### config.mk
export PLATFORM = sky130hd
export DESIGN_NAME = router_input_port
export DESIGN_NICKNAME = d
export VERILOG_FILES = /design/src/rtl/router_input_port.sv
export SDC_FILE = /design/constraint.sdc
export NUM_CORES = 1
export LEC_CHECK = 0
export BUFFER_PORTS_ARGS = -buffer_cell sky130_fd_sc_hd__clkbuf_2
export CELL_PAD_IN_SITES_DETAIL_PLACEMENT = 1
export CELL_PAD_IN_SITES_GLOBAL_PLACEMENT = 1
export CORE_UTILIZATION = 53
export DETAILED_ROUTE_END_ITERATION = 12
export HOLD_SLACK_MARGIN = 0.06
export PLACE_DENSITY = 0.84
export SLEW_MARGIN = 20
export SYNTH_ARGS = -nofsm -noshare
export SYNTH_HDL_FRONTEND = slang
export SYNTH_SLANG_ARGS = --single-unit
### constraint.sdc
create_clock -name clk -period 5.2 [get_ports clk]
set_input_delay 1.04 -clock clk [delete_from_list [all_inputs] [get_ports clk]]
set_output_delay 1.04 -clock clk [all_outputs]
set_load 0.005 [all_outputs]
### src/rtl/router_input_port.sv
// router_input_port: one input channel of the mesh NoC router.
// Buffers incoming flits in a small FIFO, computes the XY route of each
// packet's head flit, requests the switch allocator for the whole packet
// (wormhole), forwards flits while granted and returns one credit per flit.
// Optional build macro: ROUTER_INPUT_PORT_STATS_EN adds pkt_count_dout, a
// saturating count of packets (tail flits) forwarded.
module router_input_port #(
    parameter int CHANNEL_WIDTH = 32,
    parameter int BUFFER_DEPTH  = 4,
    parameter int X_LOCAL       = 2,
    parameter int Y_LOCAL       = 2,
    parameter int X_WIDTH       = 3,
    parameter int Y_WIDTH       = 3
) (
    input  logic                     clk,
    input  logic                     reset,
    input  logic [CHANNEL_WIDTH-1:0] channel_din,
    output logic                     credit_out_dout,
    output logic [4:0]               request_dout,
    input  logic                     grant_din,
    output logic [CHANNEL_WIDTH-1:0] flit_dout,
    output logic                     flit_valid_dout,
    output logic                     overflow_error_dout
`ifdef ROUTER_INPUT_PORT_STATS_EN
    ,
    output logic [15:0]              pkt_count_dout
`endif
);

    localparam int ADDR_W = $clog2(BUFFER_DEPTH);
    localparam int PTR_W  = ADDR_W + 1;

    localparam logic [X_WIDTH-1:0] X_LOC = X_WIDTH'(X_LOCAL);
    localparam logic [Y_WIDTH-1:0] Y_LOC = Y_WIDTH'(Y_LOCAL);

    // Request encoding {pe, yneg, xneg, ypos, xpos}
    localparam logic [4:0] REQ_XPOS = 5'b00001;
    localparam logic [4:0] REQ_YPOS = 5'b00010;
    localparam logic [4:0] REQ_XNEG = 5'b00100;
    localparam logic [4:0] REQ_YNEG = 5'b01000;
    localparam logic [4:0] REQ_PE   = 5'b10000;

    localparam logic [1:0] IDLE   = 2'd0;
    localparam logic [1:0] ROUTE  = 2'd1;
    localparam logic [1:0] ACTIVE = 2'd2;

    logic [CHANNEL_WIDTH-1:0] fifo_mem [BUFFER_DEPTH];
    logic [PTR_W-1:0]         wr_ptr;
    logic [PTR_W-1:0]         rd_ptr;
    logic [1:0]               state;
    logic                     empty;
    logic                     full;
    logic                     push;
    logic                     pop;
    logic                     head_tail;
    logic [X_WIDTH-1:0]       dest_x;
    logic [Y_WIDTH-1:0]       dest_y;
    logic [4:0]               route_req;

    // The extra pointer bit tells a full FIFO apart from an empty one.
    assign empty = (wr_ptr == rd_ptr);
    assign full  = (wr_ptr[ADDR_W-1:0] == rd_ptr[ADDR_W-1:0]) &&
                   (wr_ptr[ADDR_W] != rd_ptr[ADDR_W]);

    assign flit_dout       = fifo_mem[rd_ptr[ADDR_W-1:0]];
    assign pop             = (state == ACTIVE) && grant_din && !empty;
    assign flit_valid_dout = pop;
    assign push            = channel_din[CHANNEL_WIDTH-1] && (!full || pop);

    assign head_tail = flit_dout[CHANNEL_WIDTH-2];
    assign dest_x    = flit_dout[CHANNEL_WIDTH-3 -: X_WIDTH];
    assign dest_y    = flit_dout[CHANNEL_WIDTH-3-X_WIDTH -: Y_WIDTH];

    // XY dimension-order routing of the flit currently at the FIFO head.
    always_comb begin
        route_req = REQ_PE;
        if (dest_x > X_LOC) begin
            route_req = REQ_XPOS;
        end else if (dest_x < X_LOC) begin
            route_req = REQ_XNEG;
        end else if (dest_y > Y_LOC) begin
            route_req = REQ_YPOS;
        end else if (dest_y < Y_LOC) begin
            route_req = REQ_YNEG;
        end
    end

    // FIFO storage; contents need no reset because the pointers define validity.
    always_ff @(posedge clk) begin
        if (push) begin
            fifo_mem[wr_ptr[ADDR_W-1:0]] <= channel_din;
        end
    end

    // FIFO pointers wrap naturally modulo twice the depth.
    always_ff @(posedge clk) begin
        if (reset) begin
            wr_ptr <= '0;
            rd_ptr <= '0;
        end else begin
            if (push) begin
                wr_ptr <= wr_ptr + PTR_W'(1);
            end
            if (pop) begin
                rd_ptr <= rd_ptr + PTR_W'(1);
            end
        end
    end

    // One credit per forwarded flit, and a sticky flag for dropped flits.
    always_ff @(posedge clk) begin
        if (reset) begin
            credit_out_dout     <= 1'b0;
            overflow_error_dout <= 1'b0;
        end else begin
            credit_out_dout <= pop;
            if (channel_din[CHANNEL_WIDTH-1] && full && !pop) begin
                overflow_error_dout <= 1'b1;
            end
        end
    end

    // Packet tracking: route a new head, hold the request until the tail leaves.
    always_ff @(posedge clk) begin
        if (reset) begin
            state        <= IDLE;
            request_dout <= '0;
        end else begin
            case (state)
                IDLE: begin
                    if (!empty) begin
                        state <= ROUTE;
                    end
                end
                ROUTE: begin
                    request_dout <= route_req;
                    state        <= ACTIVE;
                end
                ACTIVE: begin
                    if (pop && head_tail) begin
                        request_dout <= '0;
                        state        <= IDLE;
                    end
                end
                default: begin
                    request_dout <= '0;
                    state        <= IDLE;
                end
            endcase
        end
    end

`ifdef ROUTER_INPUT_PORT_STATS_EN
    // Saturating count of packets whose tail flit has been forwarded.
    always_ff @(posedge clk) begin
        if (reset) begin
            pkt_count_dout <= '0;
        end else if (pop && head_tail && (pkt_count_dout != 16'hFFFF)) begin
            pkt_count_dout <= pkt_count_dout + 16'd1;
        end
    end
`endif

endmodule

# After elaboration in Yosys (flattened, before gate mapping)
# Memory sizes are Yosys's and may differ from the RTL's. A register that Yosys moved wholly into a read port is not among the register bits.
# Cells that the tools add are included.
dict set report word_totals {
  register_bits 15
  latch_bits 0
  ram_bits 128
  romBits 0
  in_bits 35
  elab_cells 48
  memories 1
}
dict set report classes {
  addsub 2
  multipliers 0
  div 0
  n_lt_le_gt_ge 4
  eq_ne 7
  shift 0
  muxes 13
  bitwise 1
  reduce_logical 14
}
# memory depth word_bits read_ports rd_clocked_by_memory_dff wr line_no
set memory_table {}
lappend memory_table {fifo_mem 4 32 1 1 1 47} ;# logic [CHANNEL_WIDTH-1:0] fifo_mem [BUFFER_DEPTH];
# operator n
set op_table {}
lappend op_table {{two-way mux 5 bit} 5}
lappend op_table {{case mux 5 bit (3 select lines)} 1}
lappend op_table {{two-way mux 2 bit} 4}
lappend op_table {{logical AND 1 bit} 7}
lappend op_table {{adder 3 x 1 -> 3 bit (second input constant)} 2}
lappend op_table {{greater-than comparator 3 x 2 -> 1 bit (second input constant)} 2}
lappend op_table {{< comparator 3 x 2 -> 1 bit (second input constant)} 2}
lappend op_table {{case mux 2 bit (3 select lines)} 1}
lappend op_table {{AND reduction 2 bit} 2}
lappend op_table {{== test 3 bit} 1}
lappend op_table {{zero test 1 bit} 3}
lappend op_table {{== test 2 x 1 -> 1 bit (second input constant)} 1}
lappend op_table {{== test 2 bit} 1}
lappend op_table {{== test 2 bit (second input constant)} 1}
lappend op_table {{zero test 2 bit} 1}
lappend op_table {{two-way mux 1 bit} 2}
lappend op_table {{inequality test 2 x 1 -> 1 bit (second input constant)} 1}
lappend op_table {{inequality test 2 bit (second input constant)} 1}
lappend op_table {{logical OR 1 bit} 1}
lappend op_table {{inequality test 1 bit} 1}
lappend op_table {{inverter 1 bit} 1}

# Depth between registers and ports, before layout
dict set report logic_depth {
  depth_word 7
  mapped_depth 5
}

# Worst setup path after synthesis
# No wires, ideal clock.
dict set report synth_path {
  path_kind {input -> register}
  start {input port grant_din}
  end {memory fifo_mem[3][0] (enable)}
  setup_ns 0.393
  arrival_ns 2.475
  required_ns 4.807
  setup_slack_ns 2.332
  cell_stages 3
  cell_sequence {nand3b_1 -> a41oi_1 -> and2_1}
}
dict set report synth_between {
  elab_chain_cells 6
}
# element line_no
set synth_lines {}
lappend synth_lines {{from (decl)} 20} ;# input logic grant_din,
lappend synth_lines {{logical AND 1 bit (2 in series)} 66} ;# assign pop = (state == ACTIVE) && grant_din && !empty;
lappend synth_lines {{logical OR 1 bit} 68} ;# assign push = channel_din[CHANNEL_WIDTH-1] && (!full || pop);
lappend synth_lines {{logical AND 1 bit} 68}
lappend synth_lines {{two-way mux 1 bit} 90} ;# if (push) begin
lappend synth_lines {{two-way mux 1 bit (implied by the code)} 91} ;# fifo_mem[wr_ptr[ADDR_W-1:0]] <= channel_din;
lappend synth_lines {{to (decl)} 47}
# No other way between the ends.

==> flow_summary.ini <==
[yosys]
synth_nets = 282
ys_seq_elements = 145
yosysWarnings = 0
syn-cell-area_um2 = 5365
synthCells = 242
yosysSeqAreaShare_pct = 77.99
synth_cell_types = 32
synth_area_per_cell_um2 = 22.17

[finish]
drive_above_1_share_pct = 41.94
fill_cells = 835
syn2layout_area_growth_pct = 20.08
nNetsFinal = 368
multi_input_area_um2 = 1134
final_cell_mix = edfxtp_1 (128), clkbuf_2 (74), mux4_2 (32)
layout_commonest_cell = edfxtp_1
instances_no_fill = 474
finalCoreUtilization_pct = 65.91
regArea_um2 = 4187
diodes = 0

[timing]
setup_tns_ps = 0
finalHoldViolations = 0
fmax_mhz = 281.5
slew_viol_final = 0
worstMarginPinSlew_ps = 918.5
period_share_pct = 68.31
worst_slack_ps = 1648
maxSlewHeadroom_pct = 38.76
setup_violations = 0
rsz0062_at_grt = false
fin_skew_ps = 4.619
min_period_ps = 3552

[floorplan]
ioPinCount = 75
die_h_um = 102.6
die_x_um = 102.6
rows = 36
initial_core_util_pct = 54.89
die-area_um2 = 10530
core-area_um2 = 9774

[worst_setup_path]
start_kind = flop
r2r_slack_ps = 2620
worstSetupPathType = flop to output port
crit_fanout = 20
crit_arrival_ps = 2510
worstPathRequired_ps = 4160
crit_path_end_kind = output port
reg2regPathDepth = 4

[power_and_ir_drop]
vdd_drop_max_uv = 242.7
p_clk_share_pct = 43.4
combinationalPowerShare_pct = 6.0
p_leak_nw = 2.247
p_per_area_nw_per_um2 = 414.8
p_seq_share_pct = 50.5
total_power_mw = 2.672
switching_share_pct = 20.53
p_int_mw = 2.124
power_switching_mw = 0.5486

[grt]
grt_pass1_vias = 2830
antenna_found_initial = 0
grt_use_total_pct = 21.66
grt_start_max_net_pins = 34
grt_pass1_wl_um = 15830
grt_overflow = 0

[routing]
drc = 0
wl_um = 10360
wire_per_inst_um = 21.86
detail-route-antenna-nets = 0
viasPerCell = 5.523
vias = 2618
first_pass_iters = 4
drt_iter0_drc = 111

[cts]
cts_buffer_depth = 2
ctsResizeCount = 0
cts.clk_slew.worst_paths_ps = 60
cts_root_buf = clkbuf_8
cts_tree = built
clk_latency_ps = 510
htreeDepth = 4
cts.sinks = 145
cts_setup_buffers = 0
cts_buffers = 17
ctsHoldBuffers = 0

[status]
outcome = finished clean

[placement]
dp.cells = 442
gp_congestion = 0.6804
detailed_place_hpwl_um = 6292
io_buffer_count = 74
pre_cts_ws_ps = 2071

[run]
maxCapViolCount = 0

[worst_hold_path]
holdPathStages = 1
worstHoldPathType = flop to flop
[worst paths after layout]
path	from	end
min	request_dout[4]	request_dout[4]
min reg2reg	request_dout[4]	request_dout[4]
max reg2reg	flop	request_dout[3]
max	flop	flit_dout[26]
[registers in the layout, summed over array words and instances, names as in the netlist, named ones only]
name / count
fifo_mem: 128
wr_ptr: 3
state: 2
rd_ptr: 3
request_dout: 5
overflow_error_dout: 1
credit_out_dout: 1
[kinds of logic after synthesis]
group                      share of synthesized area, %
DFF                                               77.99
xor gates and xnor gates                          1.143
AOI/OAI and AO/OA                                 2.006
adders and majority gates                         1.166
buffers and inverters                            0.9793
muxes                                             13.81
and+or+nand+nor                                   2.915
[critical path: stages (launching register included)]
cell and delay, ps:
dfxtp_2 820, buf_4 410, mux4_2 620, clkbuf_2 150
[routing by layer]
metal | up-vias | GRT usage (%) | share of wire (%)
li1 | 1173 | - | -
met1 | 1360 | 26.76 | 42
met2 | 68 | 36.97 | 53
met3 | 17 | 5.492 | 3.3
met4 | 0 | 8.352 | 1.7
met5 | - | 0 | 0
[power by group through the flow]
stage	sequential [mW]	clock, mW	combinational (mW)
after CTS	1.35	1.18	0.165
final	1.35	1.16	0.161
after floorplan	1.36	0	0.0903
after global placement	1.37	0	0.153
after global routing	1.36	1.22	0.177
after detailed placement	1.37	0	0.162
[cell type report]
class | count | share of cell area, %
Multi-Input combinational cell | 86 | 17.60
Timing Repair Buffer | 75 | 5.865
Sequential cell | 145 | 64.98
Clock inverter | 12 | 2.195
Tap cell | 133 | 2.583
Clock buffer | 20 | 6.603
Inverter | 3 | 0.1748
[cells in the mapped netlist]
| library cell | number | area (um2) |
|---|---|---|
| a21oi_1 | 3 | 15.01 |
| a31oi_1 | 2 | 12.51 |
| dfxtp_1 | 17 | 340.3 |
| xor2_1 | 1 | 8.760 |
| a21o_1 | 3 | 22.52 |
| or3b_2 | 1 | 8.760 |
| nand3b_1 | 2 | 15.01 |
| ha_1 | 5 | 62.56 |
| buf_2 | 3 | 15.01 |
| mux2i_1 | 2 | 20.02 |
| a21bo_1 | 1 | 10.01 |
| mux4_2 | 32 | 720.7 |
| a41oi_1 | 2 | 17.52 |
| xnor2_1 | 6 | 52.55 |
| nor3b_1 | 1 | 7.510 |
| nor2_1 | 7 | 26.28 |
| o2bb2ai_1 | 2 | 17.52 |
| or4b_4 | 1 | 13.76 |
| nand3_1 | 2 | 10.01 |
| nor4b_2 | 1 | 15.01 |
| nor3_1 | 2 | 10.01 |
| a211oi_1 | 1 | 7.510 |
| o21ai_1 | 1 | 5.000 |
| nor2b_1 | 1 | 6.260 |
| or2_2 | 1 | 6.260 |
| clkbuf_1 | 4 | 15.01 |
| inv_1 | 3 | 11.26 |
| and2_1 | 4 | 25.02 |
| edfxtp_1 | 128 | 3844 |
| nand2b_1 | 1 | 6.260 |
| and3_1 | 1 | 6.260 |
| buf_6 | 1 | 11.26 |
[metrics by stage]
stage / area, um2 / hold WS [ps]
floorplan: 5365 / 451.0
detailed placement: 5876 / 448.8
finish: 6442 / 454.1
global route: 6442 / 493.0
CTS: 6442 / 462.1
global placement: 5876 / 438.6
Note: power is estimated with default switching activity, not from simulation.
